File: src/rtl/lb_pkg.sv
// -----------------------------------------------------------------------------
// lb_pkg
// Shared definitions for the line-buffer scheduler.
//   lb_state_e : controller states (IDLE, LOAD, PUSH, FLUSH, DONE)
//   LB_NO_PTR  : slot pointer value meaning "no array slot is written"
// -----------------------------------------------------------------------------
package lb_pkg;

   typedef enum logic [2:0] {
      ST_IDLE,
      ST_LOAD,
      ST_PUSH,
      ST_FLUSH,
      ST_DONE
   } lb_state_e;

   localparam logic [2:0] LB_NO_PTR = 3'b111;

endpackage

File: src/rtl/lb_wrap_ctr.sv
// -----------------------------------------------------------------------------
// lb_wrap_ctr
// Modulo-MOD counter with synchronous load and count enable.
// Ports:
//   clk      : rising-edge clock
//   rstn     : synchronous active-low reset, clears the count
//   load     : load load_val (has priority over en)
//   load_val : value loaded when load is high
//   en       : advance by one, wrapping MOD-1 -> 0
//   cnt      : current count
// -----------------------------------------------------------------------------
module lb_wrap_ctr
   import lb_pkg::*;
#(
   parameter int MOD = 5,
   parameter int W   = 3
) (
   input  logic         clk,
   input  logic         rstn,
   input  logic         load,
   input  logic [W-1:0] load_val,
   input  logic         en,
   output logic [W-1:0] cnt
);

   logic [W-1:0] cnt_q;
   logic [W-1:0] cnt_d;

   // NOTE: every combinational output gets its hold value first, so no path
   // through the block leaves it unassigned and no latch is inferred.
   always_comb begin
      cnt_d = cnt_q;
      if (load) begin
         cnt_d = load_val;
      end else if (en) begin
         cnt_d = (cnt_q == W'(MOD - 1)) ? '0 : cnt_q + 1'b1;
      end
   end

   // NOTE: state registers use non-blocking assignment so every flop samples
   // the pre-edge value of its neighbours, independent of statement order.
   always_ff @(posedge clk) begin
      if (!rstn) begin
         cnt_q <= '0;
      end else begin
         cnt_q <= cnt_d;
      end
   end

   assign cnt = cnt_q;

endmodule

File: src/rtl/line_buffer_sched.sv
// -----------------------------------------------------------------------------
// line_buffer_sched
// Controller for a K-column line-buffer array. Accepts upstream columns,
// inserts PAD zero columns at each row edge, tells the array which slot to
// write, and flags when the array output holds a complete window.
// Ports:
//   clk, rstn           : clock, synchronous active-low reset
//   start               : frame start (ignored unless idle)
//   img_width/height    : frame dimensions, sampled on start
//   col_valid/col_ready : upstream column handshake
//   win_ready           : downstream can take a window; low stalls everything
//   col_ptr             : slot written this cycle (LB_NO_PTR when no push)
//   init_col_ptr        : fill level for this push (LB_NO_PTR when no push)
//   left_pad_mask       : per-slot zero mask, valid in the push cycle
//   right_pad_mask      : per-position zero mask aligned with the window
//   dummy_col           : this push carries no upstream data (pixels are zero)
//   win_valid           : array output holds a new window this cycle
//   busy, done          : frame in progress / one-cycle end-of-frame pulse
// -----------------------------------------------------------------------------
module line_buffer_sched
   import lb_pkg::*;
#(
   parameter int KER_SIZE = 5,
   parameter int AW       = 8,
   parameter int PAD      = 1
) (
   input  logic                clk,
   input  logic                rstn,
   input  logic                start,
   input  logic [AW-1:0]       img_width,
   input  logic [AW-1:0]       img_height,
   input  logic                col_valid,
   output logic                col_ready,
   input  logic                win_ready,
   output logic [2:0]          col_ptr,
   output logic [2:0]          init_col_ptr,
   output logic [KER_SIZE-1:0] left_pad_mask,
   output logic [KER_SIZE-1:0] right_pad_mask,
   output logic                dummy_col,
   output logic                win_valid,
   output logic                busy,
   output logic                done
);

   lb_state_e           state_q, state_d;
   logic [AW-1:0]       width_q, width_d;
   logic [AW-1:0]       height_q, height_d;
   logic [AW-1:0]       row_q, row_d;
   logic [AW-1:0]       col_cnt_q, col_cnt_d;
   logic [AW:0]         win_idx_q, win_idx_d;
   logic [2:0]          fill_q, fill_d;
   logic [2:0]          dummy_cnt_q, dummy_cnt_d;
   logic [KER_SIZE-1:0] right_mask_q, right_mask_d;
   logic                win_valid_q, win_valid_d;

   logic                push;
   logic                dummy;
   logic                row_end;
   logic                ptr_load;
   logic [2:0]          ptr;
   logic [KER_SIZE-1:0] dummy_mask;

   // Write slot pointer: starts each row at PAD so the left pad slots are
   // already "filled" by the zero mask.
   lb_wrap_ctr #(
      .MOD (KER_SIZE),
      .W   (3)
   ) u_ptr (
      .clk      (clk),
      .rstn     (rstn),
      .load     (ptr_load),
      .load_val (3'(PAD)),
      .en       (push),
      .cnt      (ptr)
   );

   always_comb begin
      state_d      = state_q;
      width_d      = width_q;
      height_d     = height_q;
      row_d        = row_q;
      col_cnt_d    = col_cnt_q;
      win_idx_d    = win_idx_q;
      fill_d       = fill_q;
      dummy_cnt_d  = dummy_cnt_q;
      right_mask_d = right_mask_q;
      win_valid_d  = 1'b0;
      push         = 1'b0;
      dummy        = 1'b0;
      row_end      = 1'b0;
      ptr_load     = 1'b0;

      // Dummy push d = dummy_cnt_q+1 zeroes the top d window positions.
      for (int i = 0; i < KER_SIZE; i++) begin
         dummy_mask[i] = (i >= KER_SIZE - (int'(dummy_cnt_q) + 1));
      end

      case (state_q)
         ST_IDLE: begin
            if (start) begin
               width_d  = img_width;
               height_d = img_height;
               row_d    = '0;
               state_d  = ST_LOAD;
            end
         end
         ST_LOAD: begin
            ptr_load    = 1'b1;
            fill_d      = 3'(PAD);
            win_idx_d   = '0;
            dummy_cnt_d = '0;
            col_cnt_d   = '0;
            state_d     = ST_PUSH;
         end
         ST_PUSH: begin
            if (col_valid && win_ready) begin
               push      = 1'b1;
               col_cnt_d = col_cnt_q + 1'b1;
               if (col_cnt_q == width_q - 1'b1) begin
                  if (PAD == 0) row_end = 1'b1;
                  else          state_d = ST_FLUSH;
               end
            end
         end
         ST_FLUSH: begin
            if (win_ready) begin
               push        = 1'b1;
               dummy       = 1'b1;
               dummy_cnt_d = dummy_cnt_q + 3'd1;
               if (int'(dummy_cnt_q) + 1 == PAD) row_end = 1'b1;
            end
         end
         ST_DONE: state_d = ST_IDLE;
         default: state_d = ST_IDLE;
      endcase

      if (row_end) begin
         if (row_q == height_q - 1'b1) begin
            state_d = ST_DONE;
         end else begin
            row_d   = row_q + 1'b1;
            state_d = ST_LOAD;
         end
      end

      // Once the array is full every further push completes a window.
      if (push) begin
         if (fill_q == 3'(KER_SIZE - 1)) begin
            win_valid_d = 1'b1;
            win_idx_d   = win_idx_q + 1'b1;
         end else begin
            fill_d = fill_q + 3'd1;
         end
         right_mask_d = dummy ? dummy_mask : '0;
      end

      for (int s = 0; s < KER_SIZE; s++) begin
         left_pad_mask[s] = push && (int'(win_idx_q) <= s) && (s < PAD);
      end
   end

   // Reset clears every register, so an abandoned frame leaves no trace.
   always_ff @(posedge clk) begin
      if (!rstn) begin
         state_q      <= ST_IDLE;
         width_q      <= '0;
         height_q     <= '0;
         row_q        <= '0;
         col_cnt_q    <= '0;
         win_idx_q    <= '0;
         fill_q       <= '0;
         dummy_cnt_q  <= '0;
         right_mask_q <= '0;
         win_valid_q  <= 1'b0;
      end else begin
         state_q      <= state_d;
         width_q      <= width_d;
         height_q     <= height_d;
         row_q        <= row_d;
         col_cnt_q    <= col_cnt_d;
         win_idx_q    <= win_idx_d;
         fill_q       <= fill_d;
         dummy_cnt_q  <= dummy_cnt_d;
         right_mask_q <= right_mask_d;
         win_valid_q  <= win_valid_d;
      end
   end

   assign col_ready      = (state_q == ST_PUSH) && win_ready;
   assign col_ptr        = push ? ptr : LB_NO_PTR;
   assign init_col_ptr   = push ? fill_q : LB_NO_PTR;
   assign dummy_col      = dummy;
   assign right_pad_mask = right_mask_q;
   assign win_valid      = win_valid_q;
   assign busy           = (state_q == ST_LOAD) || (state_q == ST_PUSH) ||
                           (state_q == ST_FLUSH);
   assign done           = (state_q == ST_DONE);

endmodule

File: config.mk
export PLATFORM = sky130hd
export DESIGN_NAME = line_buffer_sched
export DESIGN_NICKNAME = d
export VERILOG_FILES = /design/src/rtl/lb_pkg.sv /design/src/rtl/lb_wrap_ctr.sv /design/src/rtl/line_buffer_sched.sv
export SDC_FILE = /design/constraint.sdc
export NUM_CORES = 1
export LEC_CHECK = 0
export ABC_AREA = 1
export CAP_MARGIN = 20
export CORE_MARGIN = 2
export CORE_UTILIZATION = 33
export CTS_CLUSTER_SIZE = 28
export DETAILED_ROUTE_END_ITERATION = 12
export PLACE_DENSITY = 0.63
export SLEW_MARGIN = 20
export SYNTH_ARGS = -nofsm -noshare
export SYNTH_HDL_FRONTEND = slang
export SYNTH_SLANG_ARGS = --single-unit
File: constraint.sdc
create_clock -name clk -period 4.6 [get_ports clk]
set_input_delay 0.92 -clock clk [delete_from_list [all_inputs] [get_ports clk]]
set_output_delay 0.92 -clock clk [all_outputs]
set_load 0.02 [all_outputs]
==> summary.txt, run 1 <==
STA
  – Hold WS: 470 ps
  – RSZ-0062 raised after global routing: false
  – Final hold vios: 0
  – Setup TNS: 0 ps
  – Slew Limit Headroom: 60.1%
  – Worst slew pin tran: ~600 ps
  – Final worst-path cycle share: 81.7%
  – Worst Skew: 8.19 ps
  – Tmin final: 3760 ps
  – Pins Over Slew Limit: 0
  – Final setup fails: 0
  – Fmax: 266 MHz

Die
  – Ports: 42
  – Row count: 37
  – Core box area: approximately 10,000 um2
  – Starting Density: 34.0%
  – Total die area: 11,400 um2
  – Die Wd: about 110 um
  – Die height: 107 um

Outcome
  – Status: finished, final reports clean

Global route
  – Total global routing track utilization: 15.3%
  – Vias in the first global route: 3,244
  – Grt total ovfl: 0
  – Initial antenna violation count: 0
  – Largest net degree at the start of global routing: 36
  – First-pass GRT wire length: around 14,000 um

Final layout
  – Layout Cells excl Fill: 690
  – Share of layout cells above drive strength 1: between 7 and 8%
  – Design area: between 4000 and 5000 um2
  – Finished Core Util: 40.7%
  – Final net count: 588
  – Area Growth Syn to Fin: 19.9%
  – Diodes inserted: 0

Route
  – DRC viols: 0
  – DRT iter0 DRCs: 117
  – Vias post-DR: roughly 3.2k
  – Drt wl/cell: 11.5 um
  – Final antenna-violating net count: 0
  – Final wirelength: 7930 um
  – Vias per Instance: 4.71
  – Initial DRT Pass Iterations: 4

Placement
  – RePlAce Congestion: 0.813
  – Dpl cells: 675
  – Dpl hpwl: 5730 um
  – Port bufs: 37
  – Placed cell area: 3970 um2

Synthesis
  – Yosys top cell by area: dfxtp_1
  – Synthesis-stage register bit count: 59
  – Mean post-synth cell area: 6.79 um2
  – Yosys top cell area share: 33.8%
  – Ys Warns: 0
  – Register area share after synthesis: between 30% and 40%
  – Mapped Area: 3490 um2
  – Library cells used by synthesis: 40
  – Largest cells by area after synthesis: dfxtp_1, nand2_1, inv_1
  – Synthesized instance count: ~510

Clock tree
  – CTS tree: done
  – Later-pin clock latency in the skew report: 340 ps
  – CTS Buf Count: 9
  – Cts repair resizes: 0
  – Reg clk slew, reported paths: 70 ps
  – H-tree level count: 3
  – Sink Count: 59
  – Setup Buffers After CTS: 0
  – CTS max path bufs: 2
  – # hold bufs at CTS: 0
  – Clk root buf: clkbuf_8

Hold path
  – Min-delay worst type: reg -> reg

Power and ir drop
  – Peak supply drop: 0.000187 V
  – Pleak: around 1.8 nW
  – Power Dens Cells: approximately 440 nW/um2

Critical path
  – Crit start category: primary input
  – WS Path Type: in -> out
  – R2R setup slack: 2260 ps
  – Crit path capture type: output port
  – Max FO, Critical Path: 13
  – WP data arrival: 2840 ps
  – CP required: around 3700 ps

Flow run
  – Max cap viols: 0
-- final cells by class --
cell class	instances	area, um2
Clock inverter	5	77.6
Multi-Input combinational cell	365	1950
Sequential cell	59	1180
Inverter	76	285
Fill cell	1083	6090
Clock buffer	10	138
Tap cell	136	170
Timing Repair Buffer	39	385
-- cell usage in the layout (no fill, tap or decap), types with 4 or more instances in the layout --
master           synthesis  layout
dfxtp_1                 59      59
ha_1                    17      17
nor2_1                  48      48
clkdlybuf4s50_1          0      37
o21ai_0                 30      30
inv_2                    4       4
conb_1                   1       4
a21oi_1                 41      41
a211oi_1                 6       6
nand3_1                 35      34
inv_1                   72      72
xor2_1                   7       7
nor3_1                  11      11
xnor2_1                  7       7
clkbuf_8                 0      10
nand4_1                  6       6
nand2_1                119     119
or2_2                    4       4
-- report_power, final --
| part | leakage (nW) | switching [mW] | internal, mW |
|---|---|---|---|
| registers | 0.480 | 0.0608 | 0.578 |
| clock network | 0.108 | 0.211 | 0.315 |
| logic | 1.23 | 0.416 | 0.245 |
-- synthesized netlist by cell type, drive strengths merged --
master and n:
a21oi 41, clkbuf 8, a2bb2oi 1, dfxtp 59, a22oi 1, nor3b 1, nand4 6, a311oi 3
inv 76, a32oi 1, buf 9, conb 1, nand3b 1, o21ai 31, a21boi 1, a211oi 6
nor3 13, nor4 2, o41ai 1, xnor2 7, ha 17, nand2 123, a31oi 3, or2 4
xor2 7, o211ai 1, o21a 1, nand3 36, nor2 53
-- worst max-delay path: stages --
cell	delay, ps
clkdlybuf4s50_1	560
nand4_1	210
nand2_4	220
inv_2	110
or2_2	280
clkdlybuf4s50_1	540
-- registers in the layout (all words and copies together) (netlist names) --
register / flops
fill_q: 3
width_q: 8
right_pad_mask: 5
win_valid: 1
row_q: 8
win_idx_q: 9
dummy_cnt_q: 3
col_cnt_q: 8
u_ptr.cnt: 3
height_q: 8
state_q: 3
-- metrics by stage --
step	total power, mW	worst slack (ps)
after floorplan	1.15	2060
after global placement	1.30	827
after detailed placement	1.31	833
after CTS	1.84	818
after global routing	1.98	746
final	1.83	841
-- path summary, 6_finish.rpt --
check	to	start	cells after the start
setup / recovery	init_col_ptr[2]	win_ready	6
hold / removal	right_pad_mask[0]	right_pad_mask[0]	2
setup reg to reg	right_pad_mask[0]	dummy_cnt_q[0]	10
hold reg to reg	right_pad_mask[0]	right_pad_mask[0]	2
-- layer usage --
metal	vias up	wire length [um]	GRT usage [%]
met5	-	0	0
li1	1723	-	-
met3	11	415	4.44
met4	0	112	4.82
met2	69	3500	25.6
met1	1445	3900	18.9
-- cell families (layout without fill, tap and decap cells) --
group	after synthesis	count (layout)	share of synthesized area [%]
XOR/XNOR	14	14	3.51
other	1	4	0.107
flip-flops	59	59	33.8
AND/OR/NAND/NOR	239	239	31.1
adder cells (fa/ha/maj)	17	17	6.10
buffers and inverters	93	130	10.8
AO/OA/AOI/OAI	91	91	14.5
No activity file was read; power rests on OpenSTA's default activity.
==> inputs of run 2 (changes only) <==
--- a/config.mk
+++ b/config.mk
@@ -11,7 +11,7 @@
 export CORE_UTILIZATION = 33
 export CTS_CLUSTER_SIZE = 28
 export DETAILED_ROUTE_END_ITERATION = 12
-export PLACE_DENSITY = 0.63
+export PLACE_DENSITY = 0.65
 export SLEW_MARGIN = 20
 export SYNTH_ARGS = -nofsm -noshare
 export SYNTH_HDL_FRONTEND = slang
==> constraint.sdc (replaced) <==
create_clock -name clk -period 3.1 [get_ports clk]
set_input_delay 0.62 -clock clk [delete_from_list [all_inputs] [get_ports clk]]
set_output_delay 0.62 -clock clk [all_outputs]
set_load 0.02 [all_outputs]
==> run 2 against run 1 <==
  * Non-clock buffer count up 4
  * Core utilization up 0.18 points
  * Critical endpoint unchanged
  * Clock power up 44%
  * Critical path type unchanged
  * Combinational power up 51%
  * Global-route usage down 0.13 points
  * Worst hold slack better by 1.8 ps
  * Wire length up 1.6%
  * Largest power group unchanged
==> summary.txt, run 2 (synthesis gave the netlist of run 1 again) <==
Clock tree
  – Sink Count: 59 (unchanged)
  – Cts repair resizes: 0 (unchanged)
  – CTS max path bufs: 2 (unchanged)
  – H-tree level count: 3 (unchanged)
  – CTS Buf Count: 9 (unchanged)
  – Later-pin clock latency in the skew report: 340 ps (about the same)
  – Clk root buf: clkbuf_8
  – CTS tree: done
  – # hold bufs at CTS: 0 (unchanged)
  – Reg clk slew, reported paths: 70 ps (about the same)
  – Setup Buffers After CTS: 0 (unchanged)

Placement
  – Port bufs: 37 (unchanged)
  – Dpl hpwl: 5850 um (+2.2%)
  – RePlAce Congestion: 0.839 (+3.1%)
  – Place WS: 165 ps (-668 ps)

Route
  – Initial DRT Pass Iterations: 7 (+3)
  – Final wirelength: 8050 um (+1.6%)
  – DRC viols: 0 (unchanged)
  – DRT iter0 DRCs: 93 (-21%)
  – Vias per Instance: 4.73 (+0.38%)
  – Final antenna-violating net count: 0 (unchanged)
  – Drt wl/cell: 11.6 um (+0.83%)
  – Vias post-DR: 3,284 (+1.1%)

Final layout
  – Area Growth Syn to Fin: 20.5%
  – Max FFs per register: 9 (unchanged)
  – Share of layout cells above drive strength 1: 7.51% (+0.29 points)
  – Highest-count cells in the layout ignoring fill and taps: nand2_1, inv_1, dfxtp_1
  – Most flops, register: win_idx_q
  – Filler instances: 1,088 (+0.46%)
  – Diodes inserted: 0 (unchanged)
  – Most common cell after layout, fill and taps aside: nand2_1
  – Final net count: 592 (+0.68%)

Critical path
  – Crit path max-delay cell type: clkdlybuf4s50_1
  – R2R setup slack: 740 ps (-1520 ps)
  – Crit path capture type: output port
  – Worst path cell trace: clkdlybuf4s50_1, nand4_1, nand2_4, inv_2, or2_2, clkdlybuf4s50_1
  – Crit start category: primary input
  – CP required: 2480 ps (-1200 ps)
  – Crit path max-delay family: buffers and inverters
  – Buf+Inv Stages, Crit Path: 3 (unchanged)
  – Most frequent CP cell: clkdlybuf4s50_1
  – CP peak stage delay: 540 ps (-20 ps)
  – WP data arrival: 2310 ps (-530 ps)
  – WS Path Type: in -> out
  – RR Endpoint: right_pad_mask[0]
  – Reg2reg path depth: 10 (unchanged)
  – Max FO, Critical Path: 8 (-5)
  – Reg-to-reg critical path startpoint: dummy_cnt_q[0]

Global route
  – Met3 Usage GRT: 3.83% (-0.61 points)
  – Vias in the first global route: 3,200 (-1.4%)
  – First-pass GRT wire length: 14,200 um (-1.3%)
  – Largest net degree at the start of global routing: 40 (+11%)
  – Total global routing track utilization: 15.1% (-0.13 points)
  – GRT met2 Usage: 25.4% (-0.14 points)
  – Initial antenna violation count: 0 (unchanged)
  – Met1 GRT Util: 19.0% (+0.14 points)
  – Grt peak-use layer: met2
  – Grt total ovfl: 0 (unchanged)

Power and ir drop
  – Pleak: 1.83 nW (+0.63%)
  – Power Dens Cells: 644 nW/um2 (+48%)
  – Peak supply drop: 0.000339 V (+81%)
  – Final Power: 2.71 mW (+48%)

STA
  – Final hold vios: 0 (unchanged)
  – Worst slew pin tran: 565 ps (-32.4 ps)
  – Final worst setup slack: 169 ps (-672 ps)
  – Worst Skew: 5.81 ps (-2.37 ps)
  – Pins Over Slew Limit: 0 (unchanged)
  – RSZ-0062 raised after global routing: false
  – Slew Limit Headroom: 62.2% (+2.1 points)
  – Final setup fails: 0 (unchanged)
  – Tmin final: 2930 ps
  – Setup TNS: 0 ps (unchanged)
  – Fmax: 341 MHz
  – Final worst-path cycle share: 94.6%

Die
  – Starting Density: 34.0% (unchanged)
  – Ports: 42 (unchanged)
  – Die height: 107 um (unchanged)
  – Die Wd: 107 um (unchanged)
  – Row count: 37 (unchanged)
  – Total die area: 11,400 um2 (unchanged)
  – Core box area: 10,300 um2 (unchanged)

Hold path
  – Hold_sp: right_pad_mask[1]
  – Min-delay worst type: reg -> reg
  – Hold Path End: right_pad_mask[1]
  – WHS Path Cells: 2 (unchanged)

Flow run
  – Max cap viols: 0 (unchanged)

Outcome
  – Status: finished, final reports clean
-- run 2: cell count changes in the layout (fill, tap and decap cells not counted) --
cell,delta
nand3_1,+1
clkbuf_8,-1
buf_4,+4
nand3_2,-1
clkbuf_1,+2
-- run 2: worst max path at each step --
stage	from	to	slack, ps	depth (start not counted)
after floorplan	dummy_cnt_q[0]	right_pad_mask[0]	1110	10
after global placement	col_valid	init_col_ptr[2]	160	6
after detailed placement	win_ready	init_col_ptr[2]	170	6
after CTS	win_ready	init_col_ptr[2]	160	6
after global routing	col_valid	init_col_ptr[2]	120	6
final	col_valid	init_col_ptr[2]	170	6
-- run 2: cell type report --
type	count	area, um2	area share [%]
Clock buffer	11	131	3.13
Clock inverter	5	77.6	1.85
Inverter	76	285	6.79
Multi-Input combinational cell	365	1940	46.2
Sequential cell	59	1180	28.1
Tap cell	136	170	4.05
Timing Repair Buffer	43	415	9.88
-- run 2: report_power, final --
part | switching, mW | internal (mW)
registers | 0.0946 | 0.858
clock network | 0.306 | 0.450
logic | 0.628 | 0.370
-- run 2: worst min-delay path: cells and delay by family (launching register included) --
family             cells  cell delay (ps)
DFF                    1              310
and+or+nand+nor        1               60
AOI/OAI and AO/OA      1               50
-- run 2: stage by stage --
step	utilization (%)	hold slack [ps]	area, um2	cells
after detailed placement	38.9	457	4000	679
after global routing	40.9	503	4200	695
after global placement	38.9	446	4000	679
after CTS	40.9	472	4200	695
final	40.9	472	4200	695
after floorplan	-	436	3500	517
-- run 2: per-layer routing --
layer | vias to the layer above | share of wire, %
met5 | - | 0
met4 | 0 | 1.1
met3 | 10 | 3.9
met2 | 67 | 46
met1 | 1479 | 49
li1 | 1728 | -
==> inputs of run 3 (changes only) <==
--- a/config.mk
+++ b/config.mk
@@ -16,3 +16,4 @@
 export SYNTH_ARGS = -nofsm -noshare
 export SYNTH_HDL_FRONTEND = slang
 export SYNTH_SLANG_ARGS = --single-unit
+export TNS_END_PERCENT = 30
==> results of run 3 <==
The final DEF is identical to that of run 2; final timing and power are the same.
